## src/rtl/trigger_pkg.sv

```systemverilog
// rtl/trigger_pkg.sv - shared types and default sizes for the multi-channel trigger unit
package trigger_pkg;

  localparam int DEF_NUM_CH   = 4;
  localparam int DEF_OFFSET_W = 32;
  localparam int DEF_SEG_W    = 16;
  localparam int DEF_LEN_W    = 32;

  typedef enum logic {
    COMB_OR  = 1'b0,
    COMB_AND = 1'b1
  } comb_mode_e;

  typedef enum logic [2:0] {
    ST_IDLE       = 3'd0,
    ST_ARM_PEND   = 3'd1,
    ST_WAIT_INACT = 3'd2,
    ST_ARMED      = 3'd3,
    ST_DELAY      = 3'd4,
    ST_REARM      = 3'd5,
    ST_DONE_WAIT  = 3'd6
  } trig_state_e;

endpackage

```

## src/rtl/trigger_now_sync.sv

```systemverilog
// rtl/trigger_now_sync.sv - two-flop synchroniser for the force-trigger input with a one-cycle rising-edge pulse
module trigger_now_sync (
  input  logic adc_clk,
  input  logic reset_n,
  input  logic trigger_now_i,
  output logic tnow_o
);

  (* ASYNC_REG = "TRUE" *) logic r_meta;
  (* ASYNC_REG = "TRUE" *) logic r_sync;
  logic r_prev;
  logic r_pulse;

  always_ff @(posedge adc_clk or negedge reset_n) begin
    if (!reset_n) begin
      r_meta  <= 1'b0;
      r_sync  <= 1'b0;
      r_prev  <= 1'b0;
      r_pulse <= 1'b0;
    end else begin
      r_meta  <= trigger_now_i;
      r_sync  <= r_meta;
      r_prev  <= r_sync;
      r_pulse <= r_sync & ~r_prev;
    end
  end

  assign tnow_o = r_pulse;

endmodule

```

## src/rtl/trigger_unit_mc.sv

```systemverilog
// rtl/trigger_unit_mc.sv - multi-channel segment-aware trigger unit issuing one capture_go_o per segment
module trigger_unit_mc
  import trigger_pkg::*;
#(
  parameter int NUM_CH   = DEF_NUM_CH,
  parameter int OFFSET_W = DEF_OFFSET_W,
  parameter int SEG_W    = DEF_SEG_W,
  parameter int LEN_W    = DEF_LEN_W
) (
  input  logic                adc_clk,
  input  logic                reset_n,
  input  logic [NUM_CH-1:0]   trigger_i,
  input  logic [NUM_CH-1:0]   ch_enable_i,
  input  logic [NUM_CH-1:0]   ch_level_i,
  input  logic                combine_and_i,
  input  logic                trigger_wait_i,
  input  logic                trigger_now_i,
  input  logic                arm_i,
  input  logic                armed_and_ready,
  input  logic [OFFSET_W-1:0] trigger_offset_i,
  input  logic [SEG_W-1:0]    num_segments_i,
  input  logic                capture_done_i,
  output logic                arm_o,
  output logic                capture_active_o,
  output logic                capture_go_o,
  output logic [SEG_W-1:0]    segment_cnt_o,
  output logic [NUM_CH-1:0]   trigger_source_o,
  output logic [LEN_W-1:0]    trigger_length_o
);

  trig_state_e         r_state, w_state_nxt;
  comb_mode_e          w_mode;
  logic [NUM_CH-1:0]   w_act;
  logic                w_comb, w_tnow, w_arm_rise, w_abort;
  logic                w_go, w_trig_start, w_seg_last;
  logic [SEG_W-1:0]    w_seg_goal;
  logic                r_arm_d, r_comb_d, r_go;
  logic [OFFSET_W-1:0] r_delay_cnt;
  logic [SEG_W-1:0]    r_seg_cnt;
  logic [NUM_CH-1:0]   r_src;
  logic [LEN_W-1:0]    r_len;

  trigger_now_sync u_tnow_sync (
    .adc_clk       (adc_clk),
    .reset_n       (reset_n),
    .trigger_now_i (trigger_now_i),
    .tnow_o        (w_tnow)
  );

  assign w_mode = comb_mode_e'(combine_and_i);
  assign w_act  = ~(trigger_i ^ ch_level_i) & ch_enable_i;

  // Disabled channels count as satisfied in AND mode; an empty enable set never triggers.
  always_comb begin
    if (w_mode == COMB_AND) w_comb = (&(w_act | ~ch_enable_i)) & (|ch_enable_i);
    else                    w_comb = |w_act;
  end

  assign w_arm_rise = arm_i & ~r_arm_d;
  assign w_abort    = (r_state != ST_IDLE) && (!arm_i || capture_done_i);
  assign w_seg_goal = (num_segments_i == '0) ? SEG_W'(1) : num_segments_i;
  assign w_seg_last = ({1'b0, r_seg_cnt} + (SEG_W+1)'(1)) >= {1'b0, w_seg_goal};

  always_comb begin
    w_state_nxt  = r_state;
    w_go         = 1'b0;
    w_trig_start = 1'b0;
    case (r_state)
      ST_IDLE:       if (w_arm_rise) w_state_nxt = ST_ARM_PEND;
      ST_ARM_PEND:   if (armed_and_ready) w_state_nxt = trigger_wait_i ? ST_WAIT_INACT : ST_ARMED;
      ST_WAIT_INACT: if (!w_comb) w_state_nxt = ST_ARMED;
      ST_ARMED: begin
        if (w_comb || w_tnow) begin
          w_state_nxt  = ST_DELAY;
          w_trig_start = 1'b1;
        end
      end
      ST_DELAY: begin
        if (r_delay_cnt == trigger_offset_i) begin
          w_go        = 1'b1;
          w_state_nxt = w_seg_last ? ST_DONE_WAIT : ST_REARM;
        end
      end
      // A held trigger must drop before it can start the next segment; tnow skips that.
      ST_REARM:      if (w_tnow || (w_comb && !r_comb_d)) w_state_nxt = ST_DELAY;
      ST_DONE_WAIT:  if (capture_done_i) w_state_nxt = ST_IDLE;
      default:       w_state_nxt = ST_IDLE;
    endcase
    if (w_abort) begin
      w_state_nxt  = ST_IDLE;
      w_go         = 1'b0;
      w_trig_start = 1'b0;
    end
  end

  always_ff @(posedge adc_clk or negedge reset_n) begin
    if (!reset_n) r_state <= ST_IDLE;
    else          r_state <= w_state_nxt;
  end

  always_ff @(posedge adc_clk or negedge reset_n) begin
    if (!reset_n) begin
      r_arm_d     <= 1'b0;
      r_comb_d    <= 1'b0;
      r_go        <= 1'b0;
      r_delay_cnt <= '0;
      r_seg_cnt   <= '0;
      r_src       <= '0;
      r_len       <= '0;
    end else begin
      r_arm_d  <= arm_i;
      r_comb_d <= w_comb;
      r_go     <= w_go;
      // Counter only runs while staying in DELAY, so every entry starts from zero.
      r_delay_cnt <= (r_state == ST_DELAY && w_state_nxt == ST_DELAY) ?
                     r_delay_cnt + OFFSET_W'(1) : '0;
      if (w_arm_rise)  r_seg_cnt <= '0;
      else if (w_go)   r_seg_cnt <= r_seg_cnt + SEG_W'(1);
      if (w_trig_start) r_src <= w_act;
      if (w_arm_rise)                 r_len <= '0;
      else if (w_comb && !(&r_len))   r_len <= r_len + LEN_W'(1);
    end
  end

  assign arm_o            = (r_state != ST_IDLE);
  assign capture_active_o = (r_state == ST_DELAY) || (r_state == ST_REARM) ||
                            (r_state == ST_DONE_WAIT);
  assign capture_go_o     = r_go;
  assign segment_cnt_o    = r_seg_cnt;
  assign trigger_source_o = r_src;
  assign trigger_length_o = r_len;

endmodule

```

## config.mk

```make
export PLATFORM = sky130hd
export DESIGN_NAME = trigger_unit_mc
export DESIGN_NICKNAME = d
export VERILOG_FILES = /design/src/rtl/trigger_pkg.sv /design/src/rtl/trigger_now_sync.sv /design/src/rtl/trigger_unit_mc.sv
export SDC_FILE = /design/constraint.sdc
export NUM_CORES = 1
export LEC_CHECK = 0
export ABC_CLOCK_PERIOD_IN_PS = 4200
export BUFFER_PORTS_ARGS = -buffer_cell sky130_fd_sc_hd__buf_2
export CELL_PAD_IN_SITES_DETAIL_PLACEMENT = 0
export CELL_PAD_IN_SITES_GLOBAL_PLACEMENT = 1
export CORE_MARGIN = 3
export CORE_UTILIZATION = 40
export CTS_CLUSTER_SIZE = 28
export DETAILED_ROUTE_END_ITERATION = 16
export PLACE_DENSITY_LB_ADDON = 0.1
export SETUP_SLACK_MARGIN = 0.3
export SYNTH_ARGS = -nofsm -noshare
export SYNTH_HDL_FRONTEND = slang
export SYNTH_HIERARCHICAL = 1
export SYNTH_SLANG_ARGS = --single-unit
```

## constraint.sdc

```tcl
create_clock -name adc_clk -period 4.2 [get_ports adc_clk]
set_clock_uncertainty 0.15 [all_clocks]
set_input_delay 1.05 -clock adc_clk [delete_from_list [all_inputs] [get_ports adc_clk]]
set_output_delay 1.05 -clock adc_clk [all_outputs]
set_load 0.005 [all_outputs]
```

## Word level (Yosys, flattened, before mapping)

Index checks and enable logic that the tools add are counted.

| storage, ports and cells | value |
|---|---|
| flip-flop bits (word level) | 94 |
| input bits | 68 |
| output and inout bits | 55 |
| logic and storage cells | 80 |

| operators by class | value |
|---|---|
| $add $sub $neg | 4 |
| magnitude comparators | 1 |
| equal/unequal tests | 8 |
| multiplexer cells | 24 |
| bitwise logic cells | 10 |
| reduce and logical (&&, ||, !) cells | 21 |

Operators with widths:

| kind | count |
|---|---|
| 32-bit 2-to-1 mux | 3 |
| 32-bit by 1-bit adder with 32-bit output, second input constant | 2 |
| 16-bit 2-to-1 mux | 3 |
| 32-bit == test | 1 |
| 32-bit AND reduction | 1 |
| 3-bit 2-to-1 mux | 8 |
| 3-bit one-hot mux with 7 select lines | 1 |
| 16-bit by 1-bit adder with 17-bit output, second input constant | 1 |
| 17-bit by 16-bit >= comparator with 1-bit output | 1 |
| 16-bit by 1-bit adder with 16-bit output, second input constant | 1 |
| 16-bit logical NOT | 1 |
| 3-bit == test, second input constant | 4 |
| 1-bit 2-to-1 mux | 8 |
| 4-bit NOT | 2 |
| 4-bit OR reduction | 2 |
| 3-bit by 2-bit == test with 1-bit output, second input constant | 2 |
| 1-bit logical OR | 5 |
| 4-bit bitwise AND | 1 |
| 1-bit logical AND | 4 |
| 4-bit bitwise OR | 1 |
| 4-bit AND reduction | 1 |
| 2-bit nonzero test | 2 |
| 4-bit bitwise XOR | 1 |
| 1-bit bitwise AND | 3 |
| 6 further kinds | 9 |

## Logic depth before layout (Yosys ltp)

| logic depth | value |
|---|---|
| word-level depth | 15 |
| gate-level depth with buffers | 12 |

## By module

The synthesis kept the hierarchy.

Modules (own cells, without submodules):

| module | times used | cells an instance | area an instance (um^2) | seq. area each (um^2) |
|---|---|---|---|---|
| trigger_unit_mc | 1 | 629 | 5,579.1 | 2,252.2 |
| trigger_now_sync | 1 | 5 | 113.9 | 100.1 |

## Worst setup path after synthesis

OpenSTA, ideal clock, no wires.

| timing | value |
|---|---|
| kind | in2reg |
| from | input ch_level_i[0] |
| to | register r_len[28], in the netlist trigger_length_o[28] |
| setup time | 0.120 ns |
| data arrival time | 2.615 ns |
| data required time | 3.930 ns |
| path slack | 1.314 ns |
| cell stages on the path | 7 |
| path through | xnor2_1 > nand2_1 > a41oi_1 > o2111ai_2 > nor4_4 > a31oi_1 > a41o_1 |

| between the ends | value |
|---|---|
| word-level cells in the longest chain between the ends | 9 |
| elaborated cells between the ends (all ways) | 10 |

Ends and longest elaborated chain:

| item | line | source |
|---|---|---|
| from (decl) | trigger_unit_mc.sv:14 | `input logic [NUM_CH-1:0] ch_level_i,` |
| 4-bit bitwise XOR * | trigger_unit_mc.sv:51 | `assign w_act = ~(trigger_i ^ ch_level_i) & ch_enable_i;` |
| 4-bit NOT * | trigger_unit_mc.sv:51 |  |
| 4-bit bitwise AND * | trigger_unit_mc.sv:51 |  |
| 4-bit bitwise OR | trigger_unit_mc.sv:55 | `if (w_mode == COMB_AND) w_comb = (&(w_act \| ~ch_enable_i)) & (\|ch_enable_i);` |
| 4-bit AND reduction | trigger_unit_mc.sv:55 |  |
| 1-bit bitwise AND | trigger_unit_mc.sv:55 |  |
| 1-bit 2-to-1 mux * | trigger_unit_mc.sv:55 |  |
| 1-bit logical AND * | trigger_unit_mc.sv:121 | `else if (w_comb && !(&r_len)) r_len <= r_len + LEN_W'(1);` |
| 2-bit nonzero test (no line) * | n/a |  |
| to (signal assigned) | trigger_unit_mc.sv:121 |  |
| to (decl) | trigger_unit_mc.sv:41 | `logic [LEN_W-1:0] r_len;` |

Every way passes the cells marked *; elsewhere a longest branch is shown, timed or not.
A chain may end at the register's enable or synchronous reset.

## Final worst setup path

| timing | value |
|---|---|
| from | register r_seg_cnt[2], in the netlist segment_cnt_o[2] |
| to | register r_state[1] |

| between the ends | value |
|---|---|
| word-level cells in the longest chain between the ends | 6 |

Ends and longest elaborated chain:

| item | line | source |
|---|---|---|
| from (decl) | trigger_unit_mc.sv:39 | `logic [SEG_W-1:0] r_seg_cnt;` |
| from (signal assigned) | trigger_unit_mc.sv:118 | `else if (w_go) r_seg_cnt <= r_seg_cnt + SEG_W'(1);` |
| 16-bit by 1-bit adder with 17-bit output | trigger_unit_mc.sv:62 | `assign w_seg_last = ({1'b0, r_seg_cnt} + (SEG_W+1)'(1)) >= {1'b0, w_seg_goal};` |
| 17-bit by 16-bit >= comparator with 1-bit output | trigger_unit_mc.sv:62 |  |
| 2-bit 2-to-1 mux | trigger_unit_mc.sv:81 | `w_state_nxt = w_seg_last ? ST_DONE_WAIT : ST_REARM;` |
| 3-bit 2-to-1 mux | trigger_unit_mc.sv:79 | `if (r_delay_cnt == trigger_offset_i) begin` |
| 3-bit one-hot mux with 7 select lines | trigger_unit_mc.sv:68 | `case (r_state)` |
| 3-bit 2-to-1 mux | trigger_unit_mc.sv:89 | `if (w_abort) begin` |
| named net w_state_nxt[1] | trigger_unit_mc.sv:31 | `trig_state_e r_state, w_state_nxt;` |
| to (signal assigned) | trigger_unit_mc.sv:98 | `else r_state <= w_state_nxt;` |
| to (decl) | trigger_unit_mc.sv:31 |  |

The timed path passes the listed nets, and every way through them passes these cells.

==> impl_results.md <==
- Outcome: finished, final reports clean
- PwrDens: just over 300 mW/mm^2
- Core footprint: 0.0136 mm^2
- Post-CTS setup buffer count: 0
- Synth Area in XOR/XNOR: about 16%
- Cell Chain, Critical Path: and3_1 > nand3_1 > nor3_1 > nand3_1 > xnor2_1 > ha_1 > nand3_1 > nor3_1 > o31ai_1 > o2111ai_1 > a211oi_1 > o22ai_1
- Crit path DAT: 3.30 ns
- Maximum VDD drop: between 150 and 200 uV
- Vias: approximately 4800
- Share of post-route cells with drive strength above 1: a little over a fifth
- Cts repair resizes: 0
- Crit path buf inv count: 0
- Post-DP HPWL: between 10000 and 15000 um
- Portion of netlist area occupied by mux cells: less than 1%
- Synthesized net count: around 720
- Post-Synth Simple-Gate Area: ~28%
- CP max stage delay: around 0.56 ns
- Global-route wire length before repair: 24000 um
- Slew Viols, Final: 0
- P_int: between 1500 and 2000 uW
- Post-synthesis adder-cell area fraction: 4.18%
- Site Rows: 42
- Initial antenna violation count: 0
- Worst-path maximum fanout: 7
- I/O pins: 123
- Highest-delay cell along the critical path: nor3_1
- Crit path top cell by count: nand3_1
- Largest net degree at the start of global routing: 60
- Cts hold-fix bufs: 0
- Place WS: roughly 0.73 ns
- Final Hold Viols: 0
- Top FF cell, synth: dfrtp_1
- Cells after synthesis: approximately 630
- Wirelength per Cell: roughly 15 um
- Die area: about 0.016 mm^2
- Die Height: 125 um
- Total CTS buffers: 9
- Psw: 538 uW
- Yosys cell types: between 50 and 60
- Crit path time final: between 3 and 4 ns
- Vias per inst: slightly above 5
- Worst Hold Slack: roughly 0.2 ns
- Max Fclk: ~310 MHz
- YS warnings: 6
- Yosys reg bits: 94
- Final antenna-violating net count: 0
- Sink Count: 94
- Largest family of logic cells by synthesized area: simple AND/OR/NAND/NOR gates
- Final Routed Wirelength: ~14000 um
- Post-Synthesis Cell Area: 0.00569 mm^2
- Area Overhead vs Synth: 19.0%
- Clock slew at reported path FFs: approximately 0.060 ns
- Drt drc: 0
- Post-synth EDFFs: 0
- Reg power frac: between 40% and 50%
- Setup violators final: 0
- Register area share after synthesis: about two fifths
- Compound-Gate Fraction of Synth Area: ~7%
- Cell family with most CP delay: simple AND/OR/NAND/NOR gates
- Clock Path Buffers: 2
- Startpoint types: register
- DRT iter0 DRCs: about 200
- Hold WC Path Type: register to register
- Combinational power share: 12.5%
- Final worst slack: between 0.9 and 1 ns
- Max cap viols: 0
- First-pass detailed-route iteration total: 5
- Vias in the first global route: about 4800
- Normalized max-slew margin: between 40% and 50%
- Final #Nets: around 840
- Slew @ Worst Pin: between 0.7 and 0.8 ns
- Average size of a mapped cell: about 9.0 um^2
- GP Congestion: 0.858
- GR Overflow Total: 0
- Req. time, crit path: 4.26 ns
- RSZ-0062 raised after global routing: false
- Die Span X: around 130 um
- Setup TNS: 0 ns
- IO Port Bufs: ~120
- Util after Layout: 50.0%
- Ys async rst share: 100%
- Leak: roughly 0.0032 uW
- Finished Layout Cells: ~930
- Clock network power share: around two fifths
- H-tree Lvls: 3
- Cell Count Post-Placement: roughly 920
- N_diodes: 0
- Root buffer cell: clkbuf_16
- Final period util: ~77%
- CP endpoint kind: register
- Total routing usage reported by global routing: about a fifth
- Sw Share: around a quarter
- Critical Setup Path Class: register to register
- Clk_lat worst skew: 0.35 ns
- TritonCTS clock tree: done
- Initial core utilization: a little over two fifths
## layout make-up
| class | count | area [um^2] |
|---|---|---|
| clock buffers | 13 | 250 |
| well taps | 176 | 220 |
| repair buffers | 128 | 671 |
| inverters | 28 | 105 |
| flip-flops and latches | 94 | 2350 |
| fillers | 1330 | 6780 |
| clock inverters | 3 | 43.8 |
| multi-input cells | 490 | 3130 |
## power groups by stage
stage	registers, uW	clock network (uW)	logic (uW)
finish	994	824	261
global route	1000	886	297
CTS	994	854	266
detailed placement	1010	0	265
global placement	1010	0	261
floorplan	986	0	150
## layout by cell type, fill, tap and decap left out, types with 2 or more instances in the layout
cell,netlist,layout
a211oi_1,3,3
a21o_1,4,4
a21oi_1,14,14
a21oi_2,2,2
a31o_1,2,2
a31o_2,2,2
a31oi_1,3,3
a41o_1,3,3
and2_1,6,6
and3_1,15,15
and4_1,6,6
buf_2,4,121
buf_4,0,6
clkbuf_1,15,3
clkbuf_16,0,9
dfrtp_1,94,94
ha_1,19,19
inv_1,28,28
mux2_2,2,2
nand2_1,74,74
nand2b_1,5,5
nand3_1,39,39
nand4_1,20,20
nor2_1,76,76
nor2b_1,3,2
nor3_1,17,17
nor3b_1,4,4
nor4_1,14,14
nor4_2,2,2
nor4_4,3,3
nor4b_1,2,2
nor4bb_1,2,2
o21ai_0,19,19
o22ai_1,4,4
or2_2,2,2
or3_1,8,8
xnor2_1,76,76
xor2_1,26,26
## layer usage
layer  up-vias  wire (um)  GRT usage, %
met5         -          0             0
met2       124       6400          28.5
li1       2408          -             -
met1      2292       6970          26.8
met4         0        204          6.38
met3        14        697          3.50
## final timing paths
| kind | startpoint | end | slack [ns] | cells past startpoint |
|---|---|---|---|---|
| setup reg to reg | segment_cnt_o[2]$_DFFE_PN0P_ | r_state[1]$_DFF_PN0_ | 0.96 | 12 |
| hold reg to reg | u_tnow_sync/r_meta$_DFF_PN0_ | u_tnow_sync/r_sync$_DFF_PN0_ | 0.20 | 0 |
| hold / removal | u_tnow_sync/r_meta$_DFF_PN0_ | u_tnow_sync/r_sync$_DFF_PN0_ | 0.20 | 0 |
| max in group asynchronous | reset_n | r_state[2]$_DFF_PN0_ | 2.58 | 2 |
| setup / recovery | segment_cnt_o[2]$_DFFE_PN0P_ | r_state[1]$_DFF_PN0_ | 0.96 | 12 |
| min in group asynchronous | reset_n | segment_cnt_o[6]$_DFFE_PN0P_ | 0.62 | 1 |
## metrics by stage
stage | total power (uW) | cell area [um^2]
global placement | 1270 | 6480
finish | 2080 | 6780
detailed placement | 1280 | 6480
floorplan | 1140 | 5690
CTS | 2110 | 6780
global route | 2180 | 6780
## worst register-to-register path, stage by stage, from the launching register on
cell and delay [ns]:
dfrtp_1 0.47, and3_1 0.22, nand3_1 0.22, nor3_1 0.56
nand3_1 0.20, xnor2_1 0.24, ha_1 0.27, nand3_1 0.09
nor3_1 0.06, o31ai_1 0.08, o2111ai_1 0.19, a211oi_1 0.26
o22ai_1 0.10
## cell usage after synthesis, types with 2 or more instances
| library cell | number | area share (%) |
|---|---|---|
| nor2b_1 | 3 | 0.33 |
| and2_1 | 6 | 0.66 |
| a31o_2 | 2 | 0.31 |
| nand3_1 | 39 | 3.4 |
| nand2_1 | 74 | 4.9 |
| and3_1 | 15 | 1.6 |
| nor3_1 | 17 | 1.5 |
| a41o_1 | 3 | 0.53 |
| or3_1 | 8 | 0.88 |
| and4_1 | 6 | 0.92 |
| a31oi_1 | 3 | 0.33 |
| xnor2_1 | 76 | 12 |
| a31o_1 | 2 | 0.31 |
| nor4bb_1 | 2 | 0.35 |
| a21oi_1 | 14 | 1.2 |
| a211oi_1 | 3 | 0.40 |
| dfrtp_1 | 94 | 41 |
| o22ai_1 | 4 | 0.44 |
| xor2_1 | 26 | 4.0 |
| a21o_1 | 4 | 0.53 |
| nor4_1 | 14 | 1.5 |
| nor4_4 | 3 | 1.1 |
| buf_2 | 4 | 0.35 |
| nor4_2 | 2 | 0.44 |
| nand4_1 | 20 | 2.2 |
| clkbuf_1 | 15 | 0.99 |
| inv_1 | 28 | 1.8 |
| o21ai_0 | 19 | 1.7 |
| or2_2 | 2 | 0.22 |
| buf_6 | 2 | 0.40 |
| nor3b_1 | 4 | 0.53 |
| nor4b_1 | 2 | 0.31 |
| nand2b_1 | 5 | 0.55 |
| a21oi_2 | 2 | 0.31 |
| mux2_2 | 2 | 0.40 |
| nor2_1 | 76 | 5.0 |
| ha_1 | 19 | 4.2 |
## registers in the layout, summed over array words and instances (netlist names)
signal and count:
u_tnow_sync/tnow_o 1, segment_cnt_o 16, r_state 3, trigger_length_o 32
r_comb_d 1, r_delay_cnt 32, u_tnow_sync/r_meta 1, r_arm_d 1
trigger_source_o 4, u_tnow_sync/r_prev 1, u_tnow_sync/r_sync 1, capture_go_o 1
## logic make-up after synthesis
logic type,Yosys count
xor gates and xnor gates,102
DFF,94
muxes,3
adders and majority gates,19
buffers and inverters,50
AOI/OAI and AO/OA,62
and+or+nand+nor,304
Note: power is estimated with default switching activity, not from simulation.
